### src/rtl/irq_pkg.sv
// Shared types for the interrupt front end: request vector width and encoder index type.
package irq_pkg;

   localparam int unsigned N_IRQ = 4;

   typedef logic [N_IRQ-1:0]         irq_vec_t;
   typedef logic [$clog2(N_IRQ)-1:0] irq_id_t;

endpackage

### src/rtl/sync_rise_detect.sv
// One-bit synchroniser followed by a rising-edge detector on the synchronised level.
module sync_rise_detect #(
   parameter int unsigned SYNC_STAGES = 2
) (
   input  logic clk,
   input  logic n_reset,
   input  logic d_async,
   output logic rise
);

   logic [SYNC_STAGES-1:0] sync_q, sync_d;
   logic                   s_d_q, s_d_d;

   always_comb begin
      sync_d = {sync_q[SYNC_STAGES-2:0], d_async};
      s_d_d  = sync_q[SYNC_STAGES-1];
   end

   // s_d resets low so a request held high through reset still yields one event.
   always_ff @(posedge clk or negedge n_reset) begin
      if (!n_reset) begin
         sync_q <= '0;
         s_d_q  <= 1'b0;
      end else begin
         sync_q <= sync_d;
         s_d_q  <= s_d_d;
      end
   end

   assign rise = sync_q[SYNC_STAGES-1] & ~s_d_q;

endmodule

### src/rtl/irq_pending_latch.sv
// Turns raw asynchronous request levels into sticky, maskable pending bits for the
// priority encoder, cleared by acknowledging the encoder index; flags lost events.
module irq_pending_latch
   import irq_pkg::*;
#(
   parameter  int unsigned N           = N_IRQ,
   parameter  int unsigned SYNC_STAGES = 2,
   localparam int unsigned IDW         = $clog2(N)
) (
   input  logic           clk,
   input  logic           n_reset,
   input  logic [N-1:0]   req_raw,
   input  logic [N-1:0]   mask,
   input  logic           ack,
   input  logic [IDW-1:0] ack_id,
   input  logic           overflow_clr,
   output logic [N-1:0]   pending,
   output logic           any_pending,
   output logic [N-1:0]   overflow
);

   logic [N-1:0] rise;
   logic [N-1:0] ack_hit;
   logic [N-1:0] lat_q, lat_d;
   logic [N-1:0] ovf_q, ovf_d;

   for (genvar i = 0; i < N; i++) begin : g_line
      sync_rise_detect #(
         .SYNC_STAGES(SYNC_STAGES)
      ) u_sync (
         .clk    (clk),
         .n_reset(n_reset),
         .d_async(req_raw[i]),
         .rise   (rise[i])
      );
   end

   // Out-of-range ack_id (non-power-of-2 N) matches no line and is ignored.
   always_comb begin
      ack_hit = '0;
      for (int i = 0; i < N; i++) begin
         if (ack && (ack_id == IDW'(i))) begin
            ack_hit[i] = 1'b1;
         end
      end
   end

   // A new event beats a same-cycle ack and is not counted as lost.
   always_comb begin
      lat_d = rise | (lat_q & ~ack_hit);
      ovf_d = (overflow_clr ? '0 : ovf_q) | (rise & lat_q & ~ack_hit);
   end

   always_ff @(posedge clk or negedge n_reset) begin
      if (!n_reset) begin
         lat_q <= '0;
         ovf_q <= '0;
      end else begin
         lat_q <= lat_d;
         ovf_q <= ovf_d;
      end
   end

   assign pending     = lat_q & ~mask;
   assign any_pending = |pending;
   assign overflow    = ovf_q;

endmodule

### config.mk
export PLATFORM = sky130hd
export DESIGN_NAME = irq_pending_latch
export DESIGN_NICKNAME = d
export VERILOG_FILES = /design/src/rtl/irq_pkg.sv /design/src/rtl/sync_rise_detect.sv /design/src/rtl/irq_pending_latch.sv
export SDC_FILE = /design/constraint.sdc
export NUM_CORES = 1
export LEC_CHECK = 0
export ABC_AREA = 0
export CAP_MARGIN = 20
export CELL_PAD_IN_SITES_DETAIL_PLACEMENT = 1
export CELL_PAD_IN_SITES_GLOBAL_PLACEMENT = 1
export CORE_MARGIN = 5
export CORE_UTILIZATION = 36
export DETAILED_ROUTE_END_ITERATION = 10
export PLACE_DENSITY_LB_ADDON = 0.1
export SLEW_MARGIN = 40
export SYNTH_ARGS = -nofsm -noshare
export SYNTH_HDL_FRONTEND = slang
export SYNTH_SLANG_ARGS = --single-unit
### constraint.sdc
create_clock -name clk -period 2.6 [get_ports clk]
set_clock_uncertainty 0.15 [all_clocks]
set_input_delay 0.78 -clock clk [delete_from_list [all_inputs] [get_ports clk]]
set_output_delay 0.78 -clock clk [all_outputs]
set_load 0.05 [all_outputs]
Word-level counts from Yosys, hierarchy flattened. Index checks and enable logic that the tools add are counted.

Flip-flop bits (word level): 20. Input port bits: 14. Output and inout port bits: 9. Logic and storage cells: 40.

Equal/unequal tests: 3. Mux-type cells: 5. Bitwise operators: 16. Reductions and logical operators: 6.

Operators by type and width (number): bitwise AND 4 bit (4); inverter 4 bit (2); OR 4 bit (2); bitwise AND 1 bit (4); == test 2 bit (second input constant) (2); logical AND 1 bit (4); 2-to-1 mux 1 bit (4); 2-to-1 mux 4 bit (1); inverter 1 bit (4); OR reduction 4 bit (1); == test 2 x 1 -> 1 bit (second input constant) (1); zero test 2 bit (1).

Longest topological paths before layout.
Depth after elaboration: 6. Gate-level depth with buffers: 2.

Hierarchy. From an unflattened synthesis, not the netlist that was laid out.

Cell total of the unflattened synthesis: 44. Area, all modules: 716.9 µm².

Modules (own cells, without submodules): irq_pending_latch (times used 1, cells each 28, area each 361.6 µm²); sync_rise_detect (times used 4, cells each 4, area each 88.8 µm²).

Least setup slack after synthesis. No wires, ideal clock.

Kind: input -> output. Start: in mask[3]. End: out any_pending. Arrival: 1.868 ns. Data required time: 1.670 ns. Path slack: -0.198 ns. Stages: 2. Path buffers: 0. Path through: nor2b_1 or4_4.

Longest elaborated chain between the ends: 3.

RTL lines: start: declaration (line irq_pending_latch.sv:13) `input logic [N-1:0] mask,`; inverter 4 bit (line irq_pending_latch.sv:64) `assign pending = lat_q & ~mask;`; bitwise AND 4 bit (line irq_pending_latch.sv:64); OR reduction 4 bit (line irq_pending_latch.sv:65) `assign any_pending = |pending;`; end: declaration (line irq_pending_latch.sv:18) `output logic any_pending,`.

Every way passes these cells.

Worst setup path in the final report.
Start: in mask[2]. End: out any_pending.

The elaborated chain is that of the path after synthesis.

==> impl_metrics.toml <==
[status]
status = "finished, final reports clean"

[synthesis]
synth.net_count = 63
ys_seq_area_share_pct = 71.7
syn_avg_cell_area_sq_um = 14.2
syn_area_sq_um = 698
netlist_instances = 49
ys_seq_elements = 20
yosysWarningCount = 0
yosysUniqueCellTypes = 11

[die]
core_area_sq_um = 1900
dieArea_sq_um = 2920
dieHeight_microns = 54.0
ios = 23
num_rows = 16
die_w_microns = 54.0
start_util_pct = 36.7

[setup_path]
startpoint_type = "primary input"
crit_buf_inv = 2
critical-path-top-delay-family = "simple AND/OR/NAND/NOR gates"
worst_path_largest_cell_delay_ns = 0.42
critPathRequiredTime_ns = 1.67
path_max_fanout = 2
critPathCaptureType = "output pin"
reg2regPathDepth = 2
r2r_end = "overflow[2]"
reg2reg_from = "lat_q[2]"
critPathSlowestCell = "or4_4"
crit_chain = "dlygate4sd2_1 -> nor2b_2 -> or4_4 -> buf_8"
critPathKind = "in -> out"
reg2reg_setup_slack_ns = 1.55
worstPathArrival_ns = 1.64

[clock_network]
ctsHoldBuffers = 0
clockRootBuffer = "clkbuf_4"
clk_pin_slew_ns = 0.10
cts_tree = "yes"
cts-htree-levels = 1
clk_latency_ns = 0.29
cts_inserted_buffers = 3
cts.sinks = 20
cts.path.max_buffers = 2

[grt]
use_met2_pct = 19.2
grt-ovfl-total = 0
globalRouteMet1Util_pct = 13.8
grt_use_met3_pct = 4.16
grt_pass1_wl_microns = 2380
grt_use_total_pct = 11.7
grt_pass1_vias = 544
grt_start_max_net_pins = 21
top_usage_layer = "met2"
antenna_found_initial = 0

[sta]
slew_viol_final = 0
hold_viol_final = 0
worstMarginPinSlew_ns = 0.497
setup-tns-final_ns = 0
clock.fmax_ghz = 0.390
relSlewSlack_pct = 66.8
fin_crit_sh_pct = 98.7
final-setup-viol-count = 0
rsz0062_at_grt = "no"
timing.final.ws_setup_ns = 0.0345
min_period_ns = 2.57

[place]
dp_hpwl_microns = 1110
gp_congestion = 0.629
preCtsSetupSlack_ns = -0.408
port-buffer-count = 22

[worst_hold_path]
hold_depth = 0
min-delay-start = "g_line[3].u_sync.sync_q[0]"
worstHoldPathType = "reg -> reg"
hold_end = "g_line[3].u_sync.sync_q[1]"

[finish]
n_fill_cell = 199
final_nets = 94
area_growth_pct = 50.7
drive_above_1_share_pct = 26.6
antenna_cells = 0

[routing]
routed_wl_microns = 1400
drc_errors = 0
drt-pass1-iter-count = 6
viasPerCell = 4.46
vias = 473
postRouteAntennaNets = 0
routedWlPerCell_microns = 13.2
drt_iter0_drc = 2

[pwr]
ir_drop_uv = 365
p_leak_nw = 0.505
powerDensity_nw_per_um2 = 651

[flow_run]
max_cap_violations = 0
[cells in the final DEF (no fill, tap or decap)]
master and instances:
inv_1 8, o41ai_1 4, clkbuf_4 3, clkbuf_8 1, and3b_1 2, o22ai_1 4
buf_8 1, dlygate4sd2_1 1, buf_12 4, clkdlybuf4s50_1 13, buf_2 3, buf_4 4
nand2b_1 4, dfrtp_1 20, nor2b_2 2, nor2b_4 2, and3_1 1, nor3b_1 1
or4_4 1
[repair_timing]
action | CTS | global route
gates resized for setup | 15 | 0
setup endpoints to repair | 1 | 0
setup buffers | 0 | 0
[metal layers]
| metal | wire length, microns | vias to the layer above |
|---|---|---|
| met5 | 0 | - |
| li1 | - | 226 |
| met4 | 0 | 0 |
| met1 | 613 | 227 |
| met3 | 143 | 0 |
| met2 | 637 | 20 |
[worst register-to-register path, delay by kind of cell, from the launching register on]
kind | cells | cell delay, ns
flops | 1 | 0.36
buf+inv | 1 | 0.05
compound gates | 1 | 0.38
[cell usage after synthesis]
library cell  number  area (sq um)
nand2b_1           4          25.0
o22ai_1            4          25.0
nor3b_1            1          7.51
inv_1              8          30.0
dfrtp_1           20           500
o41ai_1            4          35.0
nor2b_1            2          12.5
and3b_1            2          17.5
and3_1             1          6.26
nor2b_4            2          27.5
or4_4              1          11.3
[state kept, by name, indices dropped and copies added, names as in the netlist]
register              cells
g_line.u_sync.s_d_q       4
g_line.u_sync.sync_q      8
lat_q                     4
overflow                  4
[report_power, final]
part           internal (mW)  leakage (nW)  total (mW)  switching [mW]
clock                 0.0853        0.0210       0.174          0.0892
combinational         0.0777         0.253       0.166          0.0880
sequential             0.334         0.232       0.345          0.0111
[layout make-up]
| cell class | count | area (sq um) | share of cell area, % |
|---|---|---|---|
| inverters | 8 | 30.0 | 2.85 |
| multi-input cells | 21 | 173 | 16.4 |
| flip-flops and latches | 20 | 500 | 47.6 |
| clock buffers | 4 | 36.3 | 3.45 |
| well taps | 27 | 33.8 | 3.21 |
| repair buffers | 26 | 279 | 26.5 |
[metrics by stage]
step / total power [mW] / util (%) / std cells / instance area, sq um / hold WS, ns
floorplan: 0.432 / - / 49 / 703 / 0.181
global placement: 0.516 / 53.9 / 102 / 1020 / 0.183
detailed placement: 0.520 / 53.9 / 102 / 1020 / 0.186
CTS: 0.698 / 55.3 / 106 / 1050 / 0.213
global route: 0.718 / 55.3 / 106 / 1050 / 0.217
finish: 0.685 / 55.3 / 106 / 1050 / 0.213
[worst max-delay path by stage]
stage,start,endpoint,slack [ns],cells past startpoint
after detailed placement,mask[1],any_pending,-0.41,4
after global placement,mask[1],any_pending,-0.39,4
final,mask[2],any_pending,0.03,4
after CTS,mask[2],any_pending,0.03,4
after global routing,mask[2],any_pending,0.02,4
after floorplan,mask[3],any_pending,0.11,2
[cell families (layout without fill, tap and decap cells)]
kind of cell	Yosys count	count (layout)	share of synthesized area, %
AO/OA/AOI/OAI	8	8	8.60
buffers and inverters	8	38	4.30
flip-flops	20	20	71.7
AND/OR/NAND/NOR	13	13	15.4
Power figures use the tool's default switching activity.
